--- src/rtl/ysyx_25060166_wbu_pkg.sv ---
// Shared constants for the RV32E writeback stage: datapath sizes,
// scoreboard counter width and the load funct3 encodings.
package ysyx_25060166_wbu_pkg;

  localparam int WBU_WIDTH   = 32;
  localparam int WBU_REG_NUM = 16;
  localparam int WBU_CNT_W   = 2;
  localparam int RD_W        = 5;

  typedef enum logic [2:0] {
    F3_LB  = 3'b000,
    F3_LH  = 3'b001,
    F3_LW  = 3'b010,
    F3_LBU = 3'b100,
    F3_LHU = 3'b101
  } ld_funct3_e;

endpackage

--- src/rtl/ysyx_25060166_load_align.sv ---
// Combinational load formatter: selects the byte/half lane of an aligned
// memory word and sign- or zero-extends it according to funct3.
module ysyx_25060166_load_align
  import ysyx_25060166_wbu_pkg::*;
#(
  parameter int W = WBU_WIDTH
) (
  input  logic [W-1:0] raw,
  input  logic [2:0]   funct3,
  input  logic [1:0]   off,
  output logic [W-1:0] data
);

  logic [7:0]  lane_b;
  logic [15:0] lane_h;

  always_comb begin
    lane_b = raw[7:0];
    case (off)
      2'd0:    lane_b = raw[7:0];
      2'd1:    lane_b = raw[15:8];
      2'd2:    lane_b = raw[23:16];
      default: lane_b = raw[31:24];
    endcase
    // Halfword lane ignores off[0]; misaligned halves are trapped upstream.
    lane_h = off[1] ? raw[31:16] : raw[15:0];
  end

  always_comb begin
    data = raw;
    case (ld_funct3_e'(funct3))
      F3_LB:   data = {{(W-8){lane_b[7]}}, lane_b};
      F3_LH:   data = {{(W-16){lane_h[15]}}, lane_h};
      F3_LBU:  data = {{(W-8){1'b0}}, lane_b};
      F3_LHU:  data = {{(W-16){1'b0}}, lane_h};
      default: data = raw;
    endcase
  end

endmodule

--- src/rtl/ysyx_25060166_wbu.sv ---
// RV32E writeback stage: one-entry stage register feeding the register-file
// write port and trace commit, plus a per-register pending-write scoreboard.
module ysyx_25060166_wbu
  import ysyx_25060166_wbu_pkg::*;
#(
  parameter int WIDTH   = WBU_WIDTH,
  parameter int REG_NUM = WBU_REG_NUM,
  parameter int CNT_W   = WBU_CNT_W
) (
  input  logic               clk,
  input  logic               rst,
  input  logic               in_valid,
  output logic               in_ready,
  input  logic [WIDTH-1:0]   in_pc,
  input  logic [RD_W-1:0]    in_rd,
  input  logic               in_rd_wen,
  input  logic               in_is_load,
  input  logic [2:0]         in_ld_funct3,
  input  logic [1:0]         in_byte_off,
  input  logic [WIDTH-1:0]   in_alu_res,
  input  logic [WIDTH-1:0]   in_load_raw,
  input  logic               issue_valid,
  input  logic [RD_W-1:0]    issue_rd,
  input  logic               issue_wen,
  output logic [REG_NUM-1:0] busy_vec,
  output logic               rf_wen,
  output logic [RD_W-1:0]    rf_waddr,
  output logic [WIDTH-1:0]   rf_wdata,
  output logic               commit_valid,
  input  logic               commit_ready,
  output logic [WIDTH-1:0]   commit_pc
);

  localparam logic [CNT_W-1:0] CNT_MAX = '1;

  // Handshakes: a transfer happens on a rising edge where valid & ready are
  // both high; valid never waits on ready, and a producer holds its payload
  // stable while valid is high and ready is low. in_ready may depend
  // combinationally on commit_ready so a full stage drains and refills in
  // the same cycle.
  logic               wb_valid;
  logic [WIDTH-1:0]   wb_pc;
  logic [WIDTH-1:0]   wb_data;
  logic [RD_W-1:0]    wb_rd;
  logic               wb_wen;
  logic               accept;
  logic               retire;
  logic               wb_writes;
  logic [WIDTH-1:0]   load_fmt;

  ysyx_25060166_load_align #(.W(WIDTH)) u_load_align (
    .raw    (in_load_raw),
    .funct3 (in_ld_funct3),
    .off    (in_byte_off),
    .data   (load_fmt)
  );

  assign in_ready  = !wb_valid || commit_ready;
  assign accept    = in_valid && in_ready;
  assign retire    = wb_valid && commit_ready;
  assign wb_writes = wb_wen && (wb_rd != '0);

  // Load data is formatted on entry so the stage holds only the final value.
  always_ff @(posedge clk or posedge rst) begin
    if (rst) begin
      wb_valid <= 1'b0;
      wb_pc    <= '0;
      wb_data  <= '0;
      wb_rd    <= '0;
      wb_wen   <= 1'b0;
    end else if (accept) begin
      wb_valid <= 1'b1;
      wb_pc    <= in_pc;
      wb_data  <= in_is_load ? load_fmt : in_alu_res;
      wb_rd    <= in_rd;
      wb_wen   <= in_rd_wen;
    end else if (retire) begin
      wb_valid <= 1'b0;
    end
  end

  assign commit_valid = wb_valid;
  assign commit_pc    = wb_pc;
  assign rf_wen       = retire && wb_writes;
  assign rf_waddr     = wb_rd;
  assign rf_wdata     = wb_data;

  logic [REG_NUM-1:0] inc_vec;
  logic [REG_NUM-1:0] dec_vec;

  for (genvar g = 0; g < REG_NUM; g++) begin : g_sb
    if (g == 0) begin : g_zero
      assign inc_vec[g]  = 1'b0;
      assign dec_vec[g]  = 1'b0;
      assign busy_vec[g] = 1'b0;
    end else begin : g_reg
      logic [CNT_W-1:0] cnt;

      assign inc_vec[g] = issue_valid && issue_wen && (issue_rd == RD_W'(g));
      assign dec_vec[g] = rf_wen && (wb_rd == RD_W'(g));

      // Overflow saturates and underflow holds; both are decode/protocol bugs.
      always_ff @(posedge clk or posedge rst) begin
        if (rst) begin
          cnt <= '0;
        end else if (inc_vec[g] && !dec_vec[g] && (cnt != CNT_MAX)) begin
          cnt <= cnt + CNT_W'(1);
        end else if (dec_vec[g] && !inc_vec[g] && (cnt != '0)) begin
          cnt <= cnt - CNT_W'(1);
        end
      end

      assign busy_vec[g] = (cnt != '0);

      a_no_overflow: assert property (@(posedge clk) disable iff (rst)
        !(inc_vec[g] && !dec_vec[g] && (cnt == CNT_MAX)))
        else $error("scoreboard overflow on x%0d", g);

      a_no_underflow: assert property (@(posedge clk) disable iff (rst)
        !(dec_vec[g] && !inc_vec[g] && (cnt == '0)))
        else $error("scoreboard underflow on x%0d", g);
    end
  end

endmodule

--- config.mk ---
export PLATFORM = sky130hd
export DESIGN_NAME = ysyx_25060166_wbu
export DESIGN_NICKNAME = d
export VERILOG_FILES = /design/src/rtl/ysyx_25060166_wbu_pkg.sv /design/src/rtl/ysyx_25060166_load_align.sv /design/src/rtl/ysyx_25060166_wbu.sv
export SDC_FILE = /design/constraint.sdc
export NUM_CORES = 1
export LEC_CHECK = 0
export ABC_AREA = 1
export CORE_ASPECT_RATIO = 0.5
export CORE_UTILIZATION = 49
export DETAILED_ROUTE_END_ITERATION = 6
export PLACE_DENSITY = 0.87
export SYNTH_ARGS = -nofsm -noshare
export SYNTH_HDL_FRONTEND = slang
export SYNTH_SLANG_ARGS = --single-unit
--- constraint.sdc ---
create_clock -name clk -period 6.85 [get_ports clk]
set_input_delay 1.37 -clock clk [delete_from_list [all_inputs] [get_ports clk]]
set_output_delay 1.37 -clock clk [all_outputs]
set_load 0.03 [all_outputs]
==> key figures <==
Yosys
  • Count of cell types in the netlist: 26
  • Syn Nets: 946
  • Post-synthesis compound-gate area fraction: 0.0998
  • Largest family of logic cells by synthesized area: simple AND/OR/NAND/NOR gates
  • Ys Warns: 0
  • Synthesized area: approximately 5700 um^2
  • Post-synthesis adder-cell area fraction: 0
  • Area contributors post-synth: dfrtp_1 45%, nand2_1 21%, nand3_1 6.9%
  • Ys flop type: dfrtp_1
  • Post-synth EDFFs: 0
  • Simple-Gate Fraction of Synth Area: 0.377
  • Post-synthesis mux area share: 0
  • Sequential cell area fraction in the yosys report: 0.445
  • Avg Inst Size Synth: 6.86 um^2
  • Yosys top cell area share: 0.445
  • Number of synthesized register bits: between 100 and 150
  • Xor and xnor area share after synthesis: 0
  • Post-Syn Instances: 827
  • Most area-hungry cell type in the Yosys netlist: dfrtp_1
  • Async SR Flop Fraction: 1.00

Worst setup path
  • FF-to-FF setup slack: 5070 ps
  • Arrival @ worst endpoint: around 3200 ps
  • R2r startpoint: commit_valid
  • CP Launch Type: input port
  • Crit-path max FO: 8
  • Worst Setup Path Type: input port to output pin
  • Worst flop-to-flop path endpoint: rf_wdata[0]
  • CP Data Required Time: approximately 5500 ps
  • R2r worst-path depth: 6
  • CP endpoint kind: output pin

CTS
  • PostCTS Resize Cnt: 0
  • Postcts setup bufs: 0
  • Hold_buf cts: 0
  • Clk Tree Root Cell: clkbuf_16
  • Clock latency at the later pin of the worst-skew pair: ~360 ps
  • TritonCTS buffer count: 9
  • TritonCTS clock tree: yes
  • Clk slew on worst S/H paths: 80 ps
  • Maximum root-to-sink buffer count: 2
  • Clock sinks: slightly above 100
  • CTS H-tree lvls: 3

Detailed routing
  • Wl on met1: 7290 um
  • WL/cell: between 10 and 15 um
  • Via Count: a little over 6k
  • Drt pass-1 iters: 5
  • Iter 0 DRT Violations: between 400 and 500
  • Post-Route WL: ~17000 um
  • Met2 wire len: between 8000 and 9000 um
  • Vias/cell: about 5.3
  • Top Metal Used: met4
  • Routed Antenna Nets: 0
  • Met3 wire length: 1020 um
  • Drt drc: 0

Floorplan
  • Area of the die: 12000 um^2
  • Die X: 154 um
  • Core area: ~11000 um^2
  • Die H: approximately 78 um
  • Initial core utilization: 0.509
  • FP Rows: 27
  • I/O Pins: 207

Pwr
  • Leak: 3.90 nW
  • Sequential cell fraction of total power: 0.394
  • Net Sw Frac: 0.371
  • Worst ir drop on vdd: about 0.14 mV
  • Combinational Power Share: 0.345
  • Clock power share: 0.262
  • Switching power: about 0.7 mW
  • Pwr dens: around 240 nW/um^2
  • Pint: 1.22 mW

Job
  • Number of max-cap violations: 0

Final layout
  • Post-route cell area: ~8100 um^2
  • Final #Nets: between 1k and 1.5k
  • Layout cell share with drive strength beyond 1: 0.0442
  • Layout Cells excl Fill: 1162
  • Area Growth Syn to Fin: 42.1%
  • Diode count: 0
  • Most common cell after layout, fill and taps aside: nand2_1
  • Most frequent cells in the layout: 310 x nand2_1, 205 x clkdlybuf4s50_1, 101 x dfrtp_1

STA
  • Crit share post-route: 0.661
  • Number of max-slew violations in the final report: 0
  • Final hold violations: 0
  • Hold slack final: slightly below 500 ps
  • RSZ-0062 raised after global routing: no
  • Fmax: about 220 MHz
  • Setup TNS: 0 ps
  • Setup violations, final: 0
  • Fin worst setup slack: approximately 2300 ps
  • Worst Skew: ~9.6 ps
  • Tightest Pin Transition: between 1000 and 1500 ps
  • Clock period minus worst slack: roughly 4500 ps
  • Rel. slew slack: 0.166

Placement
  • Detailed-placement wirelength estimate: 12400 um
  • DP Cell Count: ~1.1k
  • Post-Place Worst Slack: 2370 ps
  • Placed Instance Area: about 8000 um^2
  • IO buf count: approximately 210
  • Gpl congestion: 0.900

Global route
  • Global-route wire length before repair: 27100 um
  • Overflow after GRT: 0
  • Gr usage total: 0.283
  • Vias in the first global route: between 5k and 6k
  • Initial antenna violation count: 0
  • Largest net degree at the start of global routing: 86

Status
  • Status: finished, final reports clean

Worst hold path
  • Hold Path Depth: 2
  • WHS Endpoint: commit_pc[1]
  • Hold Startpoint: commit_pc[1]
  • Hold WC Path Type: flop to flop
[critical path: stages]
cell             delay (ps)
clkdlybuf4s50_1         500
inv_2                    50
nor2_2                  280
nand2_4                 120
inv_2                   140
clkdlybuf4s50_1         700
[power groups by stage]
| stage | clock [mW] | combinational [mW] | sequential (mW) |
|---|---|---|---|
| after floorplan | 0 | 0.259 | 0.886 |
| after global placement | 0 | 0.653 | 0.768 |
| after detailed placement | 0 | 0.668 | 0.772 |
| after CTS | 0.510 | 0.672 | 0.764 |
| after global routing | 0.535 | 0.723 | 0.779 |
| final | 0.508 | 0.669 | 0.765 |
[cell families after synthesis]
family / after synthesis
AND/OR/NAND/NOR: 509
AO/OA/AOI/OAI: 109
buffers and inverters: 107
flip-flops: 101
other: 1
[state kept, by name, summed over array words and instances, names as in the netlist]
name / count
g_sb.g_reg.cnt: 30
commit_valid: 1
rf_wdata: 32
rf_waddr: 5
wb_wen: 1
commit_pc: 32
[stage by stage]
step / power [mW] / utilization
detailed placement: 1.44 / 0.698
finish: 1.94 / 0.724
global route: 2.04 / 0.724
global placement: 1.42 / 0.698
CTS: 1.95 / 0.724
floorplan: 1.14 / -
[how the worst max path moves through the flow]
stage                 start            to  slack [ps]  cells past startpoint
5_1_grt        commit_ready        rf_wen        2280                      6
6_report       commit_ready        rf_wen        2330                      6
2_1_floorplan           rst  commit_pc[0]        2830                      1
3_5_place_dp   commit_ready        rf_wen        2370                      6
3_3_place_gp   commit_ready        rf_wen        2380                      6
4_1_cts        commit_ready        rf_wen        2320                      6
[metal layers]
layer  track usage  up-vias
met3        0.0580       18
li1              -     3018
met2         0.495      193
met5             0        -
met1         0.364     2894
met4        0.0620        0
[synth_stat cells (3+ instances only)]
library cell	count
nand4_1	20
inv_1	67
inv_2	5
clkbuf_1	11
nor2_1	76
nor2_2	3
o21ai_0	22
nand2_1	311
o21ai_1	10
nand3_1	78
dfrtp_1	101
a21oi_1	69
nor3_1	4
o211ai_1	7
buf_2	21
or2_2	8
[cell type report]
class	count	area [um^2]
Clock buffer	9	225
Clock inverter	7	67.6
Fill cell	917	3080
Inverter	73	278
Multi-Input combinational cell	619	2720
Sequential cell	101	2530
Tap cell	145	181
Timing Repair Buffer	208	2070
Note: power is estimated with default switching activity, not from simulation.
